`config.mk`:
```
export PLATFORM = sky130hd
export DESIGN_NAME = iic_target
export DESIGN_NICKNAME = d
export VERILOG_FILES = /design/src/rtl/iic_defs.sv /design/src/rtl/iic_bus_sync.sv /design/src/rtl/iic_target.sv
export SDC_FILE = /design/constraint.sdc
export NUM_CORES = 1
export LEC_CHECK = 0
export ABC_CLOCK_PERIOD_IN_PS = 2900
export CAP_MARGIN = 20
export CORE_MARGIN = 5
export CORE_UTILIZATION = 40
export CTS_CLUSTER_DIAMETER = 80
export CTS_CLUSTER_SIZE = 20
export DETAILED_ROUTE_END_ITERATION = 8
export PLACE_DENSITY_LB_ADDON = 0.08
export RECOVER_POWER = 50
export SETUP_SLACK_MARGIN = 0.5
export SKIP_CTS_REPAIR_TIMING = 1
export SYNTH_ARGS = -nofsm -noshare
export SYNTH_HDL_FRONTEND = slang
export SYNTH_HIERARCHICAL = 1
export SYNTH_SLANG_ARGS = --single-unit
```
`constraint.sdc`:
```
create_clock -name clk -period 2.9 [get_ports clk]
set_clock_uncertainty 0.05 [all_clocks]
set_input_delay 0.58 -clock clk [delete_from_list [all_inputs] [get_ports clk]]
set_output_delay 0.58 -clock clk [all_outputs]
set_load 0.01 [all_outputs]
```
`src/rtl/iic_defs.sv`:
```
// Shared I2C target definitions: FSM state encoding and default addressing,
// also used by host-side software models.
package iic_defs;

  localparam logic [6:0] IIC_DEF_DEV_ADDR = 7'h29;
  localparam logic [7:0] IIC_DEF_WR_BYTE  = {IIC_DEF_DEV_ADDR, 1'b0};
  localparam logic [7:0] IIC_DEF_RD_BYTE  = {IIC_DEF_DEV_ADDR, 1'b1};

  typedef enum logic [3:0] {
    ST_IDLE,
    ST_DEV_ADDR,
    ST_DEV_ACK,
    ST_REG_ADDR,
    ST_REG_ACK,
    ST_WR_DATA,
    ST_WR_ACK,
    ST_RD_DATA,
    ST_RD_ACK,
    ST_IGNORE
  } iic_state_e;

endpackage

```
`src/rtl/iic_bus_sync.sv`:
```
// Synchronizes raw scl/sda into clk and derives scl edge and START/STOP strobes.
module iic_bus_sync #(
  parameter int SYNC_STAGES = 2
) (
  input  logic clk,
  input  logic rst,
  input  logic scl_i,
  input  logic sda_i,
  output logic sda_o,
  output logic scl_rise_o,
  output logic scl_fall_o,
  output logic start_o,
  output logic stop_o
);

  logic [SYNC_STAGES-1:0] scl_sync_q, sda_sync_q;
  logic                   scl_prev_q, sda_prev_q;
  logic                   scl_s, sda_s;

  // Chains reset to the idle-bus level so a reset never fakes an edge.
  always_ff @(posedge clk or posedge rst) begin
    if (rst) begin
      scl_sync_q <= '1;
      sda_sync_q <= '1;
      scl_prev_q <= 1'b1;
      sda_prev_q <= 1'b1;
    end else begin
      scl_sync_q <= SYNC_STAGES'({scl_sync_q, scl_i});
      sda_sync_q <= SYNC_STAGES'({sda_sync_q, sda_i});
      scl_prev_q <= scl_s;
      sda_prev_q <= sda_s;
    end
  end

  assign scl_s      = scl_sync_q[SYNC_STAGES-1];
  assign sda_s      = sda_sync_q[SYNC_STAGES-1];
  assign sda_o      = sda_s;
  assign scl_rise_o = scl_s & ~scl_prev_q;
  assign scl_fall_o = ~scl_s & scl_prev_q;
  assign start_o    = scl_s & scl_prev_q & sda_prev_q & ~sda_s;
  assign stop_o     = scl_s & scl_prev_q & ~sda_prev_q & sda_s;

endmodule

```
`src/rtl/iic_target.sv`:
```
// I2C register-file target: byte writes to wr_* and byte reads via rd_req/rd_data.
//
//  state     | meaning
//  IDLE      | bus free, waiting for START
//  DEV_ADDR  | shifting in address byte
//  DEV_ACK   | driving ACK for our address
//  REG_ADDR  | shifting in register pointer
//  REG_ACK   | driving ACK for pointer
//  WR_DATA   | shifting in write data
//  WR_ACK    | driving ACK for write data
//  RD_DATA   | driving read byte, MSB first
//  RD_ACK    | SDA released, sampling master ACK/NACK
//  IGNORE    | not addressed or NACKed, wait for START/STOP
module iic_target
  import iic_defs::*;
#(
  parameter logic [6:0] DEV_ADDR    = IIC_DEF_DEV_ADDR,
  parameter int         SYNC_STAGES = 2
) (
  input  logic       clk,
  input  logic       rst,
  input  logic       scl,
  input  logic       sda_i,
  output logic       sda_oe,
  output logic       wr_en,
  output logic [7:0] wr_addr,
  output logic [7:0] wr_data,
  output logic       rd_req,
  output logic [7:0] rd_addr,
  input  logic [7:0] rd_data,
  output logic       busy
);

  logic sda_s, scl_rise, scl_fall, start_det, stop_det;

  iic_bus_sync #(.SYNC_STAGES(SYNC_STAGES)) u_sync (
    .clk       (clk),
    .rst       (rst),
    .scl_i     (scl),
    .sda_i     (sda_i),
    .sda_o     (sda_s),
    .scl_rise_o(scl_rise),
    .scl_fall_o(scl_fall),
    .start_o   (start_det),
    .stop_o    (stop_det)
  );

  iic_state_e state_q, state_d;
  logic [3:0] cnt_q, cnt_d;
  logic [7:0] shift_q, shift_d, ptr_q, ptr_d;
  logic [7:0] wr_addr_q, wr_addr_d, wr_data_q, wr_data_d, rd_addr_q, rd_addr_d;
  logic       rw_q, rw_d, ack_q, ack_d, load_q, load_d;
  logic       oe_q, oe_d, wr_en_q, wr_en_d, rd_req_q, rd_req_d, busy_q, busy_d;

  always_ff @(posedge clk or posedge rst) begin
    if (rst) begin
      state_q   <= ST_IDLE;
      cnt_q     <= '0;
      shift_q   <= '0;
      ptr_q     <= '0;
      wr_addr_q <= '0;
      wr_data_q <= '0;
      rd_addr_q <= '0;
      rw_q      <= 1'b0;
      ack_q     <= 1'b0;
      load_q    <= 1'b0;
      oe_q      <= 1'b0;
      wr_en_q   <= 1'b0;
      rd_req_q  <= 1'b0;
      busy_q    <= 1'b0;
    end else begin
      state_q   <= state_d;
      cnt_q     <= cnt_d;
      shift_q   <= shift_d;
      ptr_q     <= ptr_d;
      wr_addr_q <= wr_addr_d;
      wr_data_q <= wr_data_d;
      rd_addr_q <= rd_addr_d;
      rw_q      <= rw_d;
      ack_q     <= ack_d;
      load_q    <= load_d;
      oe_q      <= oe_d;
      wr_en_q   <= wr_en_d;
      rd_req_q  <= rd_req_d;
      busy_q    <= busy_d;
    end
  end

  always_comb begin
    state_d   = state_q;
    cnt_d     = cnt_q;
    shift_d   = shift_q;
    ptr_d     = ptr_q;
    wr_addr_d = wr_addr_q;
    wr_data_d = wr_data_q;
    rd_addr_d = rd_addr_q;
    rw_d      = rw_q;
    ack_d     = ack_q;
    load_d    = rd_req_q;
    oe_d      = oe_q;
    wr_en_d   = 1'b0;
    rd_req_d  = 1'b0;
    busy_d    = busy_q;

    if (stop_det) begin
      state_d = ST_IDLE;
      cnt_d   = '0;
      oe_d    = 1'b0;
      busy_d  = 1'b0;
      load_d  = 1'b0;
    end else if (start_det) begin
      state_d = ST_DEV_ADDR;
      cnt_d   = '0;
      oe_d    = 1'b0;
      busy_d  = 1'b1;
      load_d  = 1'b0;
    end else begin
      // First read bit can only be driven once rd_data is latched, a few clk into SCL low.
      if (load_q && state_q == ST_RD_DATA) begin
        shift_d = rd_data;
        oe_d    = ~rd_data[7];
      end

      if (scl_rise) begin
        unique case (state_q)
          ST_DEV_ADDR, ST_REG_ADDR, ST_WR_DATA: begin
            shift_d = {shift_q[6:0], sda_s};
            cnt_d   = cnt_q + 4'd1;
          end
          ST_RD_DATA: cnt_d = cnt_q + 4'd1;
          ST_RD_ACK:  ack_d = ~sda_s;
          default: ;
        endcase
      end

      if (scl_fall) begin
        unique case (state_q)
          ST_DEV_ADDR: if (cnt_q == 4'd8) begin
            cnt_d = '0;
            if (shift_q[7:1] == DEV_ADDR) begin
              state_d = ST_DEV_ACK;
              rw_d    = shift_q[0];
              oe_d    = 1'b1;
            end else begin
              state_d = ST_IGNORE;
            end
          end
          ST_DEV_ACK: if (rw_q) begin
            state_d   = ST_RD_DATA;
            rd_req_d  = 1'b1;
            rd_addr_d = ptr_q;
          end else begin
            state_d = ST_REG_ADDR;
            oe_d    = 1'b0;
          end
          ST_REG_ADDR: if (cnt_q == 4'd8) begin
            state_d = ST_REG_ACK;
            cnt_d   = '0;
            ptr_d   = shift_q;
            oe_d    = 1'b1;
          end
          ST_REG_ACK, ST_WR_ACK: begin
            state_d = ST_WR_DATA;
            oe_d    = 1'b0;
          end
          ST_WR_DATA: if (cnt_q == 4'd8) begin
            state_d   = ST_WR_ACK;
            cnt_d     = '0;
            wr_en_d   = 1'b1;
            wr_addr_d = ptr_q;
            wr_data_d = shift_q;
            ptr_d     = ptr_q + 8'd1;
            oe_d      = 1'b1;
          end
          ST_RD_DATA: if (cnt_q == 4'd8) begin
            state_d = ST_RD_ACK;
            cnt_d   = '0;
            ptr_d   = ptr_q + 8'd1;
            oe_d    = 1'b0;
          end else begin
            shift_d = {shift_q[6:0], 1'b0};
            oe_d    = ~shift_q[6];
          end
          ST_RD_ACK: if (ack_q) begin
            state_d   = ST_RD_DATA;
            rd_req_d  = 1'b1;
            rd_addr_d = ptr_q;
          end else begin
            state_d = ST_IGNORE;
          end
          default: ;
        endcase
      end
    end
  end

  assign sda_oe  = oe_q;
  assign wr_en   = wr_en_q;
  assign wr_addr = wr_addr_q;
  assign wr_data = wr_data_q;
  assign rd_req  = rd_req_q;
  assign rd_addr = rd_addr_q;
  assign busy    = busy_q;

endmodule

```
==> results.toml <==
[placed_design]
post-place-ws_ps = 403.3
port_buffers = 39
place.gp.congestion = 0.8693
hpwl_um = 4918
dp.cells = 411

[logic_synthesis]
ys.flop_type = "dfrtp_1"
syn-cell-area_um2 = 3048
synth_area_leader_cell = "dfrtp_1"
synthAdderAreaFrac = 0.01232
synth_compound_area_frac = 0.1424
synth_top_area_frac = 0.4516
synth_cell_type_count = 57
avgSynthCellArea_um2 = 10.77
synth-seq-cells = 61
async_flop_share = 1.000
syn_inst = 283
yosysSeqAreaShare = 0.5033
synth_nets = 298
synth_top_family_by_area = "simple AND/OR/NAND/NOR gates"
synthXorXnorAreaFrac = 0.008621
synth_edf_count = 0
synthSimpleGateAreaFrac = 0.1782
yosys-top-cells-area = "dfrtp_1 45%, mux2_2 5.5%, dfstp_2 5.2%"
ys.warnings.count = 6
synth.area.mux_share = 0.1080

[sta]
fmax_mhz = 391.5
setup_violations = 0
final.setup.tns_ps = 0
period_needed_ps = 2554
layout_setup_ws_ps = 345.6
fin_crit_sh = 0.8808
max-slew-margin-rel = 0.07628
holdWs_ps = 311.6
rsz0062_at_grt = "yes"
drv_slew = 0
finalHoldViolCount = 0
tightestPinTransition_ps = 1386

[final_layout]
nFillCells = 689
n_antenna_cell = 0
layout.cells.most_common_list = "54 x dfrtp_1, 36 x clkdlybuf4s50_1, 21 x nor2_1"
final_common_cell = "dfrtp_1"
drive_gt1_frac = 0.1958
syn2layout_area_growth_pct = 24.14
nets = 342
multi_input_area_um2 = 1390
fin_cells = 431
seq_area_um2 = 1535

[power]
p_sw_frac = 0.2858
p_sw_w = 0.0006177
power.density_nw_per_um2 = 571.3
power.internal_w = 0.001544
fin_total_pwr_w = 0.002161
p_clk_frac = 0.382
p_leak_nw = 1.725
comb_power_share = 0.141
irDropWorstVdd_mv = 0.3221
seqPwrFrac = 0.477

[worst_setup_path]
arrival_ps = 2730
cpLargestDelayFamily = "simple AND/OR/NAND/NOR gates"
worstPathRequired_ps = 3080
crit_buf_inv = 0
crit_fanout = 7
cp-end-kind = "flip-flop"
startpoint_type = "flip-flop"
crit_type = "flip-flop to flip-flop"
critPathMaxStageDelay_ps = 590
slowest_stage = "dfstp_1"
cp_cell_sequence = "and4b_1 -> or3b_1 -> or3_1 -> nor4_2 -> mux2_2"

[hold_path]
min_path_type = "flip-flop to flip-flop"

[floorplan]
start_util = 0.4158
core_area_um2 = 7331
dieWidth_um = 97.29
die-area_um2 = 9465
fp.dieH_um = 97.29
num_rows = 31
ios = 40

[clock_tree]
clkTransAtPathRegs_ps = 70
cts_buffers = 9
root_buffer = "clkbuf_8"
cts_buffer_depth = 2
clock_latency_ps = 340
cts_tree = "done"
clock-sinks = 61
htree_levels = 3

[route]
drt_first_pass_iters = 4
dr_total_vias = 2391
antenna_left = 0
drtIter0Drc = 93
drt_wl_total_um = 7240
avgRoutedWirePerCell_um = 16.80
drc = 0
via_per_inst = 5.548

[run]
cap_violations = 0

[global_route]
antenna_found_initial = 0
grt_pass1_wl_um = 12250
grt_use_total = 0.1598
grt_max_degree = 56
grt_pass1_vias = 2280
overflow = 0

[status]
outcome = "finished, final reports clean"
==> power groups by stage <==
stage / registers (W) / clock network, W / logic (W)
floorplan: 0.000999 / 0 / 0.000233
global placement: 0.00105 / 0 / 0.000306
detailed placement: 0.00105 / 0 / 0.000308
CTS: 0.00103 / 0.000852 / 0.000311
global route: 0.00105 / 0.000895 / 0.000348
finish: 0.00103 / 0.000825 / 0.000305
==> state kept, by name, indices dropped and copies added (netlist names), 2 cells and up <==
name / count
shift_q: 8
state_q: 4
wr_data: 8
wr_addr: 8
u_sync/scl_sync_q: 2
rd_addr: 8
u_sync/sda_sync_q: 2
ptr_q: 8
cnt_q: 4
==> logic make-up after synthesis <==
family                     Yosys count
xor gates and xnor gates             3
DFF                                 61
buffers and inverters               31
and+or+nand+nor                     97
adders and majority gates            3
muxes                               26
AOI/OAI and AO/OA                   62
==> Yosys cell counts (all sizes together), types with 4 or more instances <==
cell type and number:
nand3 13, inv 14, o21ai 12, dfstp 6, nor2b 4, nand2 14, buf 6, dfrtp 55
mux2 25, a31oi 6, a21oi 8, clkbuf 11, nor3 4, nor4 10, a221oi 7, nor2 21
o22ai 5
==> stage by stage <==
step / cell area (µm²) / util
2_1_floorplan: 3050 / -
3_3_place_gp: 3538 / 0.4827
3_5_place_dp: 3538 / 0.4827
4_1_cts: 3754 / 0.5120
5_1_grt: 3784 / 0.5161
6_report: 3784 / 0.5161
==> routing by layer <==
layer | vias to the layer above | part of all wire | global-route usage
li1 | 1142 | - | -
met1 | 1184 | 0.46 | 0.2172
met2 | 58 | 0.49 | 0.2495
met3 | 7 | 0.044 | 0.05025
met4 | 0 | 0.0087 | 0.03834
met5 | - | 0 | 0
==> final timing paths <==
path,endpoint,slack (ps),from,cells after the start
setup / recovery,rw_q,350,u_sync/sda_sync_q[1],5
min in group asynchronous,u_sync/scl_sync_q[0],820,rst,2
hold / removal,u_sync/sda_sync_q[1],310,u_sync/sda_sync_q[0],0
hold reg to reg,u_sync/sda_sync_q[1],310,u_sync/sda_sync_q[0],0
max in group asynchronous,state_q[0],770,rst,3
setup reg to reg,rw_q,350,u_sync/sda_sync_q[1],5
==> cell type report <==
| cell class | instances | area share |
|---|---|---|
| sequential | 61 | 0.4058 |
| timing repair buffer | 50 | 0.1233 |
| tap | 99 | 0.03274 |
| inverter | 14 | 0.01389 |
| clock buffer | 10 | 0.03373 |
| multi-input combinational | 191 | 0.3674 |
| clock inverter | 6 | 0.02315 |
Power figures use the tool's default switching activity.
